### src/rtl/alu_issue_stage.sv
// Operand-issue stage ahead of the ALU: operand select, write-back forwarding,
// and a two-entry skid buffer so ALU back-pressure never drops an op.
module alu_issue_stage #(
   parameter int DW     = 32,
   parameter int RW     = 5,
   parameter int ALUC_W = 4
) (
   input  logic              clock,
   input  logic              resetn,
   input  logic              in_valid,
   output logic              in_ready,
   input  logic [DW-1:0]     in_qa,
   input  logic [DW-1:0]     in_qb,
   input  logic [RW-1:0]     in_rs,
   input  logic [RW-1:0]     in_rt,
   input  logic [DW-1:0]     in_imm,
   input  logic [4:0]        in_sa,
   input  logic [ALUC_W-1:0] in_aluc,
   input  logic              in_shift,
   input  logic              in_aluimm,
   input  logic              in_wreg,
   input  logic [RW-1:0]     in_rn,
   input  logic              wb_we,
   input  logic [RW-1:0]     wb_rn,
   input  logic [DW-1:0]     wb_d,
   input  logic              flush,
   output logic              out_valid,
   input  logic              out_ready,
   output logic [DW-1:0]     out_a,
   output logic [DW-1:0]     out_b,
   output logic [ALUC_W-1:0] out_aluc,
   output logic              out_wreg,
   output logic [RW-1:0]     out_rn
);

   typedef struct packed {
      logic [DW-1:0]     a;
      logic [DW-1:0]     b;
      logic [RW-1:0]     rs;
      logic [RW-1:0]     rt;
      logic              use_a;
      logic              use_b;
      logic [ALUC_W-1:0] aluc;
      logic              wreg;
      logic [RW-1:0]     rn;
   } ent_t;

   typedef enum logic [1:0] {
      EMPTY,
      ONE,
      TWO
   } state_e;

   state_e state_q, state_d;
   ent_t   main_q, main_d;
   ent_t   skid_q, skid_d;
   ent_t   new_e;
   ent_t   main_f;
   ent_t   skid_f;
   logic   wb_hit;
   logic   acc;
   logic   pop;

   assign wb_hit = wb_we && (wb_rn != '0);

   function automatic logic [DW-1:0] fwd_val(
      input logic [DW-1:0] q,
      input logic [RW-1:0] r,
      input logic          hit,
      input logic [RW-1:0] wrn,
      input logic [DW-1:0] wd
   );
      return (hit && wrn == r) ? wd : q;
   endfunction

   // Held entries keep tracking write-backs until they leave for the ALU
   function automatic ent_t fwd_ent(
      input ent_t          e,
      input logic          hit,
      input logic [RW-1:0] wrn,
      input logic [DW-1:0] wd
   );
      ent_t r;
      r = e;
      if (hit && e.use_a && e.rs == wrn) r.a = wd;
      if (hit && e.use_b && e.rt == wrn) r.b = wd;
      return r;
   endfunction

   always_comb begin
      new_e       = '0;
      new_e.a     = in_shift ? {{(DW-5){1'b0}}, in_sa}
                             : fwd_val(in_qa, in_rs, wb_hit, wb_rn, wb_d);
      new_e.b     = in_aluimm ? in_imm
                              : fwd_val(in_qb, in_rt, wb_hit, wb_rn, wb_d);
      new_e.rs    = in_rs;
      new_e.rt    = in_rt;
      new_e.use_a = ~in_shift;
      new_e.use_b = ~in_aluimm;
      new_e.aluc  = in_aluc;
      new_e.wreg  = in_wreg;
      new_e.rn    = in_rn;
   end

   assign main_f    = fwd_ent(main_q, wb_hit, wb_rn, wb_d);
   assign skid_f    = fwd_ent(skid_q, wb_hit, wb_rn, wb_d);

   assign out_valid = (state_q != EMPTY);
   assign in_ready  = (state_q != TWO);
   assign acc       = in_valid && in_ready;
   assign pop       = out_valid && out_ready;

   always_comb begin
      state_d = state_q;
      main_d  = main_f;
      skid_d  = skid_f;
      unique case (state_q)
         EMPTY: begin
            if (acc) begin
               main_d  = new_e;
               state_d = ONE;
            end
         end
         ONE: begin
            if (acc && !pop) begin
               skid_d  = new_e;
               state_d = TWO;
            end else if (acc) begin
               main_d = new_e;
            end else if (pop) begin
               state_d = EMPTY;
            end
         end
         TWO: begin
            if (pop) begin
               main_d  = skid_f;
               state_d = ONE;
            end
         end
         default: state_d = EMPTY;
      endcase
      if (flush) state_d = EMPTY;
   end

   always_ff @(posedge clock or negedge resetn) begin
      if (!resetn) begin
         state_q <= EMPTY;
         main_q  <= '0;
         skid_q  <= '0;
      end else begin
         state_q <= state_d;
         main_q  <= main_d;
         skid_q  <= skid_d;
      end
   end

   assign out_a    = main_q.a;
   assign out_b    = main_q.b;
   assign out_aluc = main_q.aluc;
   assign out_wreg = main_q.wreg;
   assign out_rn   = main_q.rn;

endmodule

### config.mk
export PLATFORM = sky130hd
export DESIGN_NAME = alu_issue_stage
export DESIGN_NICKNAME = d
export VERILOG_FILES = /design/src/rtl/alu_issue_stage.sv
export SDC_FILE = /design/constraint.sdc
export NUM_CORES = 1
export LEC_CHECK = 0
export BUFFER_PORTS_ARGS = -buffer_cell sky130_fd_sc_hd__buf_4
export CORE_MARGIN = 2
export CORE_UTILIZATION = 45
export CTS_CLUSTER_SIZE = 20
export DETAILED_ROUTE_END_ITERATION = 7
export PLACE_DENSITY = 0.67
export SLEW_MARGIN = 0
export SYNTH_ARGS = -nofsm -noshare
export SYNTH_HDL_FRONTEND = slang
export SYNTH_SLANG_ARGS = --single-unit
### constraint.sdc
create_clock -name clock -period 2.65 [get_ports clock]
set_clock_uncertainty 0.15 [all_clocks]
set_input_delay 0.1325 -clock clock [delete_from_list [all_inputs] [get_ports clock]]
set_output_delay 0.1325 -clock clock [all_outputs]
set_load 0.03 [all_outputs]
==> metrics.yaml <==
run_status: "finished clean"
power.share.clock: 0.297
number_of_global_route_vias_before_repair: 10801
grt_remaining_overflow: 0
netlist_top_cells_area: "sky130_fd_sc_hd__dfrtp_1, sky130_fd_sc_hd__mux2i_1, sky130_fd_sc_hd__nand2_1"
maxSlewHeadroom: 0.466
synth_compound_area_frac: 0.172
startpoint_type: "input pin"
synth_top_family_by_area: "simple AND/OR/NAND/NOR gates"
synth_largest_area_cell: "sky130_fd_sc_hd__dfrtp_1"
cts_tree: "done"
post_drt_via_cell_ratio: 5.75
total_cts_buffers: 17
num-nets-final: 1624
first_pass_iters: 6
wp_data_required_ps: 2810
worst_slew_pin_slew_ps: 798
post_layout_cell_count: 1790
max-clock-path-buffers: 2
p_seq_frac: 0.388
cp_num_buf_inv: 4
timing.critical_path.arrival_ps: 2700
global_route.usage.total: 0.286
synth-seq-area-share: 0.401
end_kind: "flop"
pwr_density_cell_nw_per_um2: 617
remaining_drc_errors: 0
detail_route.wirelength_mm: 36.8
combPwrFrac: 0.315
syn-cell-area_um2: 10900
timing.max_cap.violations: 0
synth_xor_area_frac: 0.0250
place_hpwl_mm: 23.0
critical_path_peak_fanout: 32
postSynthCellCount: 1124
grt_antenna_before_repair: 0
grt_pass1_wl_mm: 58.1
vias: 10285
crit_family: "buffers and inverters"
ctsRootBufferMaster: "sky130_fd_sc_hd__clkbuf_16"
path_clk_slew_ps: 70
cpMaxStageDelayCell: "sky130_fd_sc_hd__dlygate4sd3_1"
synth_fa_ha_area_frac: 0
numPortBuffers: 241
post-place-cells: 1620
yosys.area_share.simple: 0.180
postRouteAntennaNets: 0
holdCritPathClass: "in2reg"
synthesis.nets: 1290
drtIter0Drc: 812
final_period_minus_worst_setup_slack_ps: 2530
layout_worst_path_cycle_share: 0.956
layout.core_utilization: 0.642
placeableCoreArea_um2: 23500
path_type_of_the_worst_setup_path: "in2reg"
place.gp.congestion: 0.835
pin_count: 242
worst_path_largest_cell_delay_ps: 620
synth-seq-cells: 174
initial_utilization: 0.461
rows: 56
area_growth_pct: 39.3
cellInternalPower_mw: 6.23
slew_viol_final: 0
die_span_y_um: 159
muxShareOfSynthArea: 0.172
cts_htree_levels: 4
dp_worst_setup_slack_ps: 30.5
ys.flop_type: "sky130_fd_sc_hd__dfrtp_1"
setup_violations: 0
p_total_mw: 9.33
avgSynthCellArea_um2: 9.65
cells_along_the_critical_path: "dlygate4sd3_1 > buf_4 > xor2_1 > nor3_2 > buf_4 > nand4_1 > o311ai_2 > dlygate4sd3_1 > mux2i_1"
max_clock_freq_mhz: 395
netlist-cell-type-count: 44
synthDominantCellAreaShare: 0.401
dieWidth_um: 159
postLayoutSetupSlackWorst_ps: 115
asyncSetResetFlopFracSynth: 1.00
clk-insertion-delay-late_ps: 430
final_hold_violations: 0
switching_share: 0.332
synth-edff-count: 0
insertedDiodeCount: 0
p_leak_nw: 6.60
vdd.ir_drop.worst_v: 0.000399
p_sw_mw: 3.10
most_common_library_cells_after_synthesis: "sky130_fd_sc_hd__nand2_1, sky130_fd_sc_hd__dfrtp_1, sky130_fd_sc_hd__mux2i_1"
layout-drive-gt1-share: 0.281
yosysWarningCount: 0
dpl_cell_area_um2: 13100
design_area_um2: 15100
yosys.cell_count.top_type: "sky130_fd_sc_hd__nand2_1"
drt-wirelength-per-cell_um: 20.5
design.die.area_um2: 25400
tritoncts_num_sinks: 174
pin_count_of_the_biggest_net_entering_global_routing: 73
## cells in the final DEF (no fill, tap or decap), types with 3 or more instances in the layout
| cell | synthesis | final |
|---|---|---|
| sky130_fd_sc_hd__o311ai_1 | 3 | 3 |
| sky130_fd_sc_hd__nor2b_1 | 56 | 55 |
| sky130_fd_sc_hd__a22oi_1 | 20 | 20 |
| sky130_fd_sc_hd__xor2_1 | 14 | 14 |
| sky130_fd_sc_hd__nand2b_1 | 35 | 34 |
| sky130_fd_sc_hd__o21ai_0 | 45 | 45 |
| sky130_fd_sc_hd__inv_6 | 0 | 4 |
| sky130_fd_sc_hd__and3_1 | 6 | 5 |
| sky130_fd_sc_hd__buf_4 | 15 | 286 |
| sky130_fd_sc_hd__inv_1 | 3 | 3 |
| sky130_fd_sc_hd__nor2_1 | 53 | 52 |
| sky130_fd_sc_hd__dfrtp_1 | 174 | 174 |
| sky130_fd_sc_hd__nand3_1 | 35 | 35 |
| sky130_fd_sc_hd__o311ai_2 | 31 | 31 |
| sky130_fd_sc_hd__buf_12 | 0 | 11 |
| sky130_fd_sc_hd__o31ai_1 | 5 | 5 |
| sky130_fd_sc_hd__o221ai_1 | 59 | 59 |
| sky130_fd_sc_hd__a21boi_0 | 5 | 5 |
| sky130_fd_sc_hd__xnor2_1 | 17 | 17 |
| sky130_fd_sc_hd__a21o_1 | 31 | 31 |
| sky130_fd_sc_hd__o311ai_0 | 4 | 4 |
| sky130_fd_sc_hd__mux2_2 | 36 | 36 |
| sky130_fd_sc_hd__mux2i_1 | 144 | 144 |
| sky130_fd_sc_hd__bufinv_16 | 0 | 4 |
| sky130_fd_sc_hd__dlygate4sd3_1 | 0 | 130 |
| sky130_fd_sc_hd__nand4_1 | 34 | 34 |
| sky130_fd_sc_hd__clkbuf_16 | 0 | 17 |
| sky130_fd_sc_hd__nand2_1 | 175 | 173 |
## layer usage
metal	vias to the layer above	routed length, um	global-route usage
li1	4709	-	-
met1	5055	15200	0.361
met2	440	17900	0.476
met3	81	2400	0.0615
met4	0	1300	0.124
met5	-	0	0
## power groups by stage
stage	Clock [mW]	Sequential, mW	Combinational, mW
floorplan	0	3.87	1.43
global placement	0	3.63	2.65
detailed placement	0	3.65	2.73
CTS	2.79	3.61	2.91
global route	2.89	3.68	3.19
finish	2.77	3.62	2.94
## area by class of cell
type | count | area, um2
fillers | 1953 | 8430
multi-input cells | 834 | 6020
flip-flops and latches | 174 | 4350
repair buffers | 428 | 3680
clock buffers | 18 | 439
well taps | 319 | 399
clock inverters | 14 | 204
inverters | 3 | 11.3
## flip-flops by register name, summed over array words and instances, names as in the netlist
| signal | count |
|---|---|
| out_wreg | 1 |
| out_a | 32 |
| main_f | 12 |
| out_b | 32 |
| state_q | 2 |
| out_rn | 5 |
| skid_q | 64 |
| skid_f | 22 |
| out_aluc | 4 |
## worst reg2reg max path: cells and delay by family, from the launching register on
kind | cells | cell delay, ps
AOI/OAI and AO/OA | 1 | 90
DFF | 1 | 410
and+or+nand+nor | 2 | 630
muxes | 1 | 200
xor gates and xnor gates | 1 | 160
buffers and inverters | 1 | 560
## cells by family (layout without fill, tap and decap cells)
logic type / Yosys count / after routing
compound gates: 215 / 215
simple gates: 407 / 407
buf+inv: 116 / 463
mux: 181 / 181
flops: 174 / 174
xor+xnor: 31 / 31
## repair_timing
action,4_1_cts,5_1_grt
endpoints found under the hold margin,342,0
hold buffers,130,0
gates resized for setup,0,1
setup buffers,0,8
endpoints found under the setup margin,0,41
## final timing paths
check	to	cells after the start	slack, ps	startpoint
worst min-delay path	skid_q[73]$_DFF_PN0_	4	0.8	in_qa[19]
worst min register to register	skid_f[0]$_DFFE_PN0P_	2	330	skid_f[0]$_DFFE_PN0P_
worst max-delay path	skid_q[28]$_DFF_PN0_	9	120	in_rt[3]
worst max register to register	skid_q[65]$_DFF_PN0_	6	330	skid_f[21]$_DFFE_PN0P_
min in group asynchronous	skid_f[21]$_DFFE_PN0P_	3	110	resetn
max in group asynchronous	out_aluc[3]$_DFFE_PN0P_	3	1060	resetn
## stage by stage
| stage | hold WS (ps) | setup TNS (ps) |
|---|---|---|
| after detailed placement | -165 | 0 |
| final | 0.781 | 0 |
| after CTS | 5.89 | 0 |
| after floorplan | -313 | 0 |
| after global placement | -164 | 0 |
| after global routing | 34.7 | -20.2 |
Note: power is estimated with default switching activity, not from simulation.
